**config.mk**
```make
export PLATFORM = sky130hd
export DESIGN_NAME = ecdhe_keyshare_serializer
export DESIGN_NICKNAME = d
export VERILOG_FILES = /design/src/rtl/ecdhe_pkg.sv /design/src/rtl/ecdhe_keyshare_serializer.sv
export SDC_FILE = /design/constraint.sdc
export NUM_CORES = 1
export LEC_CHECK = 0
export ABC_AREA = 1
export ABC_CLOCK_PERIOD_IN_PS = 2900
export CORE_UTILIZATION = 50
export DETAILED_ROUTE_END_ITERATION = 8
export GPL_TIMING_DRIVEN = 0
export PLACE_DENSITY = 0.77
export SLEW_MARGIN = 20
export SYNTH_ARGS = -nofsm -noshare
export SYNTH_HDL_FRONTEND = slang
export SYNTH_SLANG_ARGS = --single-unit
```
**constraint.sdc**
```tcl
create_clock -name clk -period 2.9 [get_ports clk]
set_clock_uncertainty 0.2 [all_clocks]
set_input_delay 0.87 -clock clk [delete_from_list [all_inputs] [get_ports clk]]
set_output_delay 0.87 -clock clk [all_outputs]
set_load 0.01 [all_outputs]
```
**src/rtl/ecdhe_pkg.sv**
```systemverilog
// Shared ECDHE/TLS constants, serializer state encoding and the KeyShareEntry header byte table.
package ecdhe_pkg;

    localparam logic [15:0] TLS_GROUP_SECP256R1   = 16'h0017;
    localparam logic [7:0]  EC_POINT_UNCOMPRESSED = 8'h04;
    localparam int unsigned EC_COORD_BYTES        = 32;
    localparam int unsigned EC_POINT_BYTES        = 65;
    localparam int unsigned KEYSHARE_HDR_BYTES    = 4;
    localparam int unsigned KEY_BITS              = 2 * EC_COORD_BYTES * 8;
    localparam int unsigned CNT_W                 = 7;

    typedef enum logic [0:0] {
        IDLE = 1'b0,
        SEND = 1'b1
    } state_t;

    // Non-coordinate bytes: group code, 16-bit point length, then the uncompressed marker.
    function automatic logic [7:0] hdr_byte(input logic [CNT_W-1:0] idx,
                                            input logic [15:0]      group,
                                            input logic             with_hdr);
        logic [CNT_W-1:0] pos;
        pos = with_hdr ? idx : idx + CNT_W'(KEYSHARE_HDR_BYTES);
        case (pos)
            CNT_W'(0): hdr_byte = group[15:8];
            CNT_W'(1): hdr_byte = group[7:0];
            CNT_W'(2): hdr_byte = 8'(EC_POINT_BYTES >> 8);
            CNT_W'(3): hdr_byte = 8'(EC_POINT_BYTES);
            default:   hdr_byte = EC_POINT_UNCOMPRESSED;
        endcase
    endfunction

endpackage

```
**src/rtl/ecdhe_keyshare_serializer.sv**
```systemverilog
// Serializes one captured P-256 public key into a TLS 1.3 KeyShareEntry byte stream
// over valid/ready; the key is held internally so the generator may restart meanwhile.
module ecdhe_keyshare_serializer
    import ecdhe_pkg::*;
#(
    parameter logic [15:0] NAMED_GROUP    = TLS_GROUP_SECP256R1,
    parameter bit          INCLUDE_HEADER = 1'b1
) (
    input  logic                clk,
    input  logic                reset,
    input  logic                key_valid,
    input  logic [KEY_BITS-1:0] public_key,
    output logic [7:0]          tx_data,
    output logic                tx_valid,
    output logic                tx_last,
    input  logic                tx_ready,
    output logic                busy,
    output logic                done,
    output logic                overrun
);

    localparam int unsigned      HDR_BYTES   = INCLUDE_HEADER ? KEYSHARE_HDR_BYTES : 32'd0;
    localparam logic [CNT_W-1:0] FIRST_COORD = CNT_W'(HDR_BYTES + 1);
    localparam logic [CNT_W-1:0] LAST_IDX    = CNT_W'(HDR_BYTES + EC_POINT_BYTES - 1);

    state_t              r_state;
    logic [CNT_W-1:0]    r_cnt;
    logic [KEY_BITS-1:0] r_shift;
    logic [7:0]          r_tx_data;
    logic                r_tx_valid;
    logic                r_tx_last;
    logic                r_busy;
    logic                r_done;
    logic                r_overrun;
    logic                r_kv_q;

    state_t              w_state_nxt;
    logic [CNT_W-1:0]    w_cnt_nxt;
    logic [KEY_BITS-1:0] w_shift_nxt;
    logic [7:0]          w_tx_data_nxt;
    logic                w_tx_valid_nxt;
    logic                w_tx_last_nxt;
    logic                w_busy_nxt;
    logic                w_done_nxt;
    logic                w_overrun_nxt;

    logic                w_rise;
    logic                w_hs;
    logic [CNT_W-1:0]    w_cnt_inc;
    logic [KEY_BITS-1:0] w_shift_adv;
    logic [7:0]          w_next_byte;

    assign w_rise    = key_valid & ~r_kv_q;
    assign w_hs      = r_tx_valid & tx_ready;
    assign w_cnt_inc = r_cnt + CNT_W'(1);

    // Shift only once a coordinate byte leaves, so the top byte is always the next X/Y byte.
    assign w_shift_adv = (r_cnt >= FIRST_COORD) ? {r_shift[KEY_BITS-9:0], 8'h00} : r_shift;
    assign w_next_byte = (w_cnt_inc < FIRST_COORD)
                       ? hdr_byte(w_cnt_inc, NAMED_GROUP, INCLUDE_HEADER)
                       : w_shift_adv[KEY_BITS-1 -: 8];

    always_ff @(posedge clk) begin
        if (reset) begin
            r_state    <= IDLE;
            r_cnt      <= '0;
            r_shift    <= '0;
            r_tx_data  <= '0;
            r_tx_valid <= 1'b0;
            r_tx_last  <= 1'b0;
            r_busy     <= 1'b0;
            r_done     <= 1'b0;
            r_overrun  <= 1'b0;
            r_kv_q     <= 1'b1;
        end else begin
            r_state    <= w_state_nxt;
            r_cnt      <= w_cnt_nxt;
            r_shift    <= w_shift_nxt;
            r_tx_data  <= w_tx_data_nxt;
            r_tx_valid <= w_tx_valid_nxt;
            r_tx_last  <= w_tx_last_nxt;
            r_busy     <= w_busy_nxt;
            r_done     <= w_done_nxt;
            r_overrun  <= w_overrun_nxt;
            r_kv_q     <= key_valid;
        end
    end

    always_comb begin
        w_state_nxt    = r_state;
        w_cnt_nxt      = r_cnt;
        w_shift_nxt    = r_shift;
        w_tx_data_nxt  = r_tx_data;
        w_tx_valid_nxt = r_tx_valid;
        w_tx_last_nxt  = r_tx_last;
        w_busy_nxt     = r_busy;
        w_done_nxt     = 1'b0;
        w_overrun_nxt  = r_overrun;

        case (r_state)
            IDLE: begin
                if (w_rise) begin
                    w_state_nxt    = SEND;
                    w_cnt_nxt      = '0;
                    w_shift_nxt    = public_key;
                    w_tx_data_nxt  = hdr_byte('0, NAMED_GROUP, INCLUDE_HEADER);
                    w_tx_valid_nxt = 1'b1;
                    w_tx_last_nxt  = 1'b0;
                    w_busy_nxt     = 1'b1;
                end
            end
            SEND: begin
                // A new key while streaming is dropped and flagged.
                if (w_rise) begin
                    w_overrun_nxt = 1'b1;
                end
                if (w_hs) begin
                    if (r_cnt == LAST_IDX) begin
                        w_state_nxt    = IDLE;
                        w_cnt_nxt      = '0;
                        w_tx_data_nxt  = '0;
                        w_tx_valid_nxt = 1'b0;
                        w_tx_last_nxt  = 1'b0;
                        w_busy_nxt     = 1'b0;
                        w_done_nxt     = 1'b1;
                    end else begin
                        w_cnt_nxt      = w_cnt_inc;
                        w_shift_nxt    = w_shift_adv;
                        w_tx_data_nxt  = w_next_byte;
                        w_tx_last_nxt  = (w_cnt_inc == LAST_IDX);
                    end
                end
            end
            default: begin
                w_state_nxt = IDLE;
            end
        endcase
    end

    assign tx_data  = r_tx_data;
    assign tx_valid = r_tx_valid;
    assign tx_last  = r_tx_last;
    assign busy     = r_busy;
    assign done     = r_done;
    assign overrun  = r_overrun;

endmodule
```
# After elaboration in Yosys (flattened, before gate mapping)
# Cells that the tools add are included.
# op_classes
eq_ne	10
n_addsub	1
mux	28
n_reduce_logical	8
magnitude_cmp	2
bitwise	5
# op_table
cell	n
two-way mux 512 bit	4
one-hot mux 512 bit (2 select lines)	1
two-way mux 8 bit	4
two-way mux 7 bit	3
one-hot mux 7 bit (3 select lines)	1
one-hot mux 8 bit (2 select lines)	1
== test 7 x 2 -> 1 bit, second input constant	2
== test 7 bit, second input constant	2
one-hot mux 7 bit (2 select lines)	1
two-way mux 1 bit	10
adder 7 x 1 -> 7 bit, second input constant	1
== test 7 x 1 -> 1 bit, second input constant	1
greater-or-equal comparator 7 x 3 -> 1 bit, second input constant	1
logical NOT 7 bit	1
less-than comparator 7 x 3 -> 1 bit, second input constant	1
inequality test 2 x 1 -> 1 bit, second input constant	3
one-hot mux 1 bit (2 select lines)	3
AND reduction 3 bit	2
inequality test 2 bit, second input constant	2
AND reduction 2 bit	2
AND reduction 4 bit	1
NOT 1 bit	3
OR reduction 3 bit	1
AND 1 bit	2
OR reduction 2 bit	1
# word_totals
inputBits	516
wordCells	64
output_inout_bits	13
reg_bits	533

# Longest topological paths before layout
# logic_depth
word_depth	8
ltp_mapped	15
mapped_depth_nobuf	12

# Worst setup path after synthesis
# No wires, ideal clock.
# synth_path
kind	input to register
startpoint	in key_valid
endpoint	reg r_shift[10]
path_slack_ps	374
cell_stages	10
setup_time_ps	118
arrival_time_ps	2208
required_time_ps	2582
cell_sequence	inv_1 > nor2_1 > nand2_2 > nand2_4 > o21ai_2 > buf_6 > inv_4 > buf_6 > buf_6 > a21oi_2
# synth_via
elab_chain_len	3
# synth_lines
element	line_no	source
start, declared	ecdhe_keyshare_serializer.sv:11	input logic key_valid,
AND 1 bit	ecdhe_keyshare_serializer.sv:53	assign w_rise = key_valid & ~r_kv_q;
inequality test 2 bit (no line)	n/a	
AND reduction 4 bit (no line)	n/a	
end signal, assigned	ecdhe_keyshare_serializer.sv:78	r_shift <= w_shift_nxt;
end, declared	ecdhe_keyshare_serializer.sv:28	logic [KEY_BITS-1:0] r_shift;
# No other way between the ends.
# A chain may end at the register's enable or synchronous reset.

# Final worst setup path
# layout_path
startpoint	reg r_state
endpoint	reg r_shift[77]
# layout_via
elab_chain_len	3
elab_cells_between_ends	7
# layout_lines
element	line_no	source
start, declared	ecdhe_keyshare_serializer.sv:26	state_t r_state;
start signal, assigned	ecdhe_keyshare_serializer.sv:76	r_state <= w_state_nxt;
NOT 1 bit (no line)	n/a	
inequality test 2 bit (no line)	n/a	
AND reduction 4 bit (no line)	n/a	
# Parallel ways exist; a longest one is shown, timed or not.

==> summary.md <==
The detailed router placed 28450 vias in this run. Buffers inserted to repair hold after CTS numbered 0. The worst register-to-register path ends at r_shift[77]. The worst setup path category was flip-flop to flip-flop.

The share of flip-flops with an asynchronous set or reset is 0, and the area share of the leading cell type in the synthesized netlist is 0.3735. Entering global routing, the biggest net connects 15 pins. Number of enable-type register cells in the synthesized netlist: 0. The post-synthesis to final-layout area growth is 28.38%. The via density per instance is 5.187. After global routing, the most crowded layer is met2. The final layout contains 5196 nets.

The min-delay analysis places its worst path in the category flip-flop to flip-flop. By instance count, the leading cell after synthesis is nand2_1. The most used flip-flop cell after synthesis was dfxtp_1.

Arrival time reported for the critical path endpoint: 3.13 ns. The period utilization was 0.9594; the number of clock sinks was 533. After filler insertion, the fill cell instance count of the layout stands at 5115. The cell accounting for the most synthesized area is dfxtp_1.

Total power density per cell area: 497.0 mW/mm². The die area is 0.05810 mm², and the shortest period the worst path allows is 2.782 ns. The kind of launch point of the worst setup path was a flip-flop. The fraction of layout instances using a drive strength above 1 works out to 0.1503.

TritonCTS built the clock tree. By area the synthesized netlist is led by dfxtp_1 (37%), nand2_1 (14%), a21oi_2 (13%), a21oi_1 (10%), nor3_1 (8.6%). The logs give 0 for the leftover overflow at the end of global routing and 0.62 ns for the clock insertion delay at the later pin of the skew report.

Core occupancy in the finished layout: 0.6505. Of all nets on the critical path, the largest fanout is 10. Ranked by instance count, the synthesized netlist is headed by nand2_1 (1078), a21oi_1 (581), dfxtp_1 (533). The post-route antenna net violation count was 0. The run gives 529 as the total I/O pin count. The cell depth of the worst flop-to-flop path came out at 7. In the synthesized netlist, the number of instances is 4087. The setup check on the worst reg-to-reg path leaves a slack of 0.12 ns. The pre-antenna-repair detailed-routing pass consisted of 6 iterations. The worst hold path terminates at overrun. After detailed placement, the design holds a cell count of 5370. STA classifies the critical path endpoint as a flip-flop. Dividing the detail-routed wire length by the instance count gives 16.57 µm.

The post-synthesis sequential area ratio was 0.3735. Startpoint of the lowest-slack hold path: overrun. At the pin with the least slew margin, the transition time is 0.8295 ns. The half-perimeter wire length after placement was 66930 µm. The first global-routing pass estimated 139700 µm of wire. The H-tree was split into 2 levels. The die width was 241.0 µm. The logs give 0.5067 for the initial core utilization and 28 for the number of distinct library cell variants in the gate-level netlist after synthesis.

For this block, the initial DRC count from the detailed router was 1922. Clock tree buffer depth: 3. For the via count of the first global-routing pass, the log shows 26900. The startpoint identified for the worst register-to-register timing path is r_state.

The run gives 23 as the initial antenna violation count. The run gives 90890 µm as the overall routed net length. After synthesis the netlist holds a flip-flop and latch count of 533.

The vertical die dimension came out at 241.0 µm. The tightest hold path in the finished design has a slack of 0.2581 ns. For the leakage power of the design, the log shows 14.86 nW. The average cell area after synthesis is 6.990 µm², and the max-slew violation count is 0. The tools report the DRC violations left as 0. At the worst endpoint, the required time is 3.25 ns.

The maximum clock frequency came out at 359.4 MHz. Clock-pin slew was measured on the worst setup and hold paths at 0.06 ns. The flow ran to the end, and the final reports show no timing, DRC or antenna violations. The number of nets handed over by synthesis was 4609.

The tree is rooted in a clkbuf_16. The combined global-route utilization of all metal layers is 0.3029, and the final hold violation count is 0. The run gives 0.3857 as the global routing usage on met1. Port buffering added 527 buffers. In this run the core area contains 87 standard-cell rows.

The count of final setup violators came out at 0. The met3 global-route usage was 0.06588; the number of cells in the finished layout apart from fillers was 5486. Counting instances, the worst hold path has a depth of 2.

The run gives 59 as the TritonCTS buffer count. The met2 track demand over resource in global routing came out at 0.4936. The run gives 0.05639 mm² as the core outline area. For the worst slew margin relative to its limit, the log shows 0.4464. The run gives 0.9137 as the final weighted congestion of routability-driven global placement. The cell area that synthesis handed to floorplanning was 0.02857 mm².

Across the VDD grid, the largest voltage drop is 0.4197 mV. Across the run, the number of max-cap violations was 0. The tools report the number of warnings reported in the yosys synthesis log as 0.
## cell usage in the layout, fill, tap and decap left out, types with 6 or more instances in the layout
cell type and n:
clkbuf_8 9, clkbuf_16 61, buf_1 38, o21ai_0 23, clkinv_2 15, clkdlybuf4s50_1 527, buf_4 8, a21oi_2 440
buf_2 58, nor3_1 490, a21oi_1 581, buf_6 95, nand3_1 26, inv_1 518, clkbuf_1 154, nand2_1 1077
ha_1 6, diode_2 12, nor2_1 25, dfxtp_1 533
## power by group
group	internal, W	switching (W)	leakage [nW]	total [W]
Clock	0.00415	0.00313	0.918	0.00728
Combinational	0.00138	0.00173	9.59	0.00311
Sequential	0.00773	0.000104	4.35	0.00784
Total	0.0133	0.00497	14.9	0.0182
## cells by family (layout without fill, tap and decap cells)
group,count (synthesis),after routing,share of synthesized area
other cells,0,12,0
fa+ha+maj,6,6,0.002628
buf+inv,865,1496,0.1425
xor+xnor,1,1,0.0003066
flops,533,533,0.3735
simple gates,1631,1631,0.2387
compound gates,1051,1051,0.2424
## timing repair
item | in CTS | in global routing
setup buffers | 0 | 0
gates resized for setup | 2 | 10
endpoints found under the hold margin | 0 | 0
endpoints found under the setup margin | 103 | 359
## worst max-delay path by stage
stage               startpoint      endpoint  slack (ns)  cells past startpoint
finish                 r_state   r_shift[77]        0.12                      7
global route          r_cnt[1]   r_shift[77]       -0.04                     10
detailed placement       reset  r_shift[175]       -0.68                      7
global placement     key_valid  r_shift[477]       -0.68                     10
floorplan            key_valid   r_shift[10]        0.37                     10
CTS                   r_cnt[1]  r_shift[339]        0.02                     10
## cell type report
| class | count | area, µm² | area share |
|---|---|---|---|
| Buffer | 340 | 2098 | 0.05721 |
| Timing Repair Buffer | 527 | 5275 | 0.1438 |
| Clock buffer | 86 | 1710 | 0.04663 |
| Sequential cell | 533 | 10670 | 0.2909 |
| Tap cell | 756 | 945.9 | 0.02579 |
| Multi-Input combinational cell | 2689 | 13830 | 0.3772 |
| Clock inverter | 19 | 132.6 | 0.003616 |
| Inverter | 524 | 1982 | 0.05404 |
| Antenna cell | 12 | 30.03 | 0.0008187 |
## sequential cells by signal (all words and copies together) (netlist names)
register  flops
r_shift     512
tx_data       8
r_cnt         7
busy          1
done          1
overrun       1
r_kv_q        1
r_state       1
tx_last       1
## metal layers
metal	part of all wire	wire length, µm	up-vias
met1	0.42	38160	12960
met4	0.038	3433	28
met3	0.076	6867	219
li1	-	-	14320
met5	0.0020	180	-
met2	0.46	42250	926
## critical path: stages, from the launching register on
cell and delay [ns]:
dfxtp_1 0.30, buf_2 0.15, inv_2 0.31, buf_2 0.41, clkbuf_1 0.51, clkbuf_1 0.45
a21oi_1 0.19, a21oi_2 0.17
## metrics by stage
stage | setup WS (ns) | instance area [µm²] | setup TNS [ns] | total power (W)
2_1_floorplan | 0.3743 | 28570 | 0 | 0.009809
3_3_place_gp | -0.6794 | 34790 | -315.73 | 0.01101
3_5_place_dp | -0.6785 | 34790 | -306.55 | 0.01106
4_1_cts | 0.02228 | 36640 | 0 | 0.01831
5_1_grt | -0.04067 | 36670 | -0.08976 | 0.01899
6_report | 0.1177 | 36680 | 0 | 0.01823
Note: power is estimated with default switching activity, not from simulation.
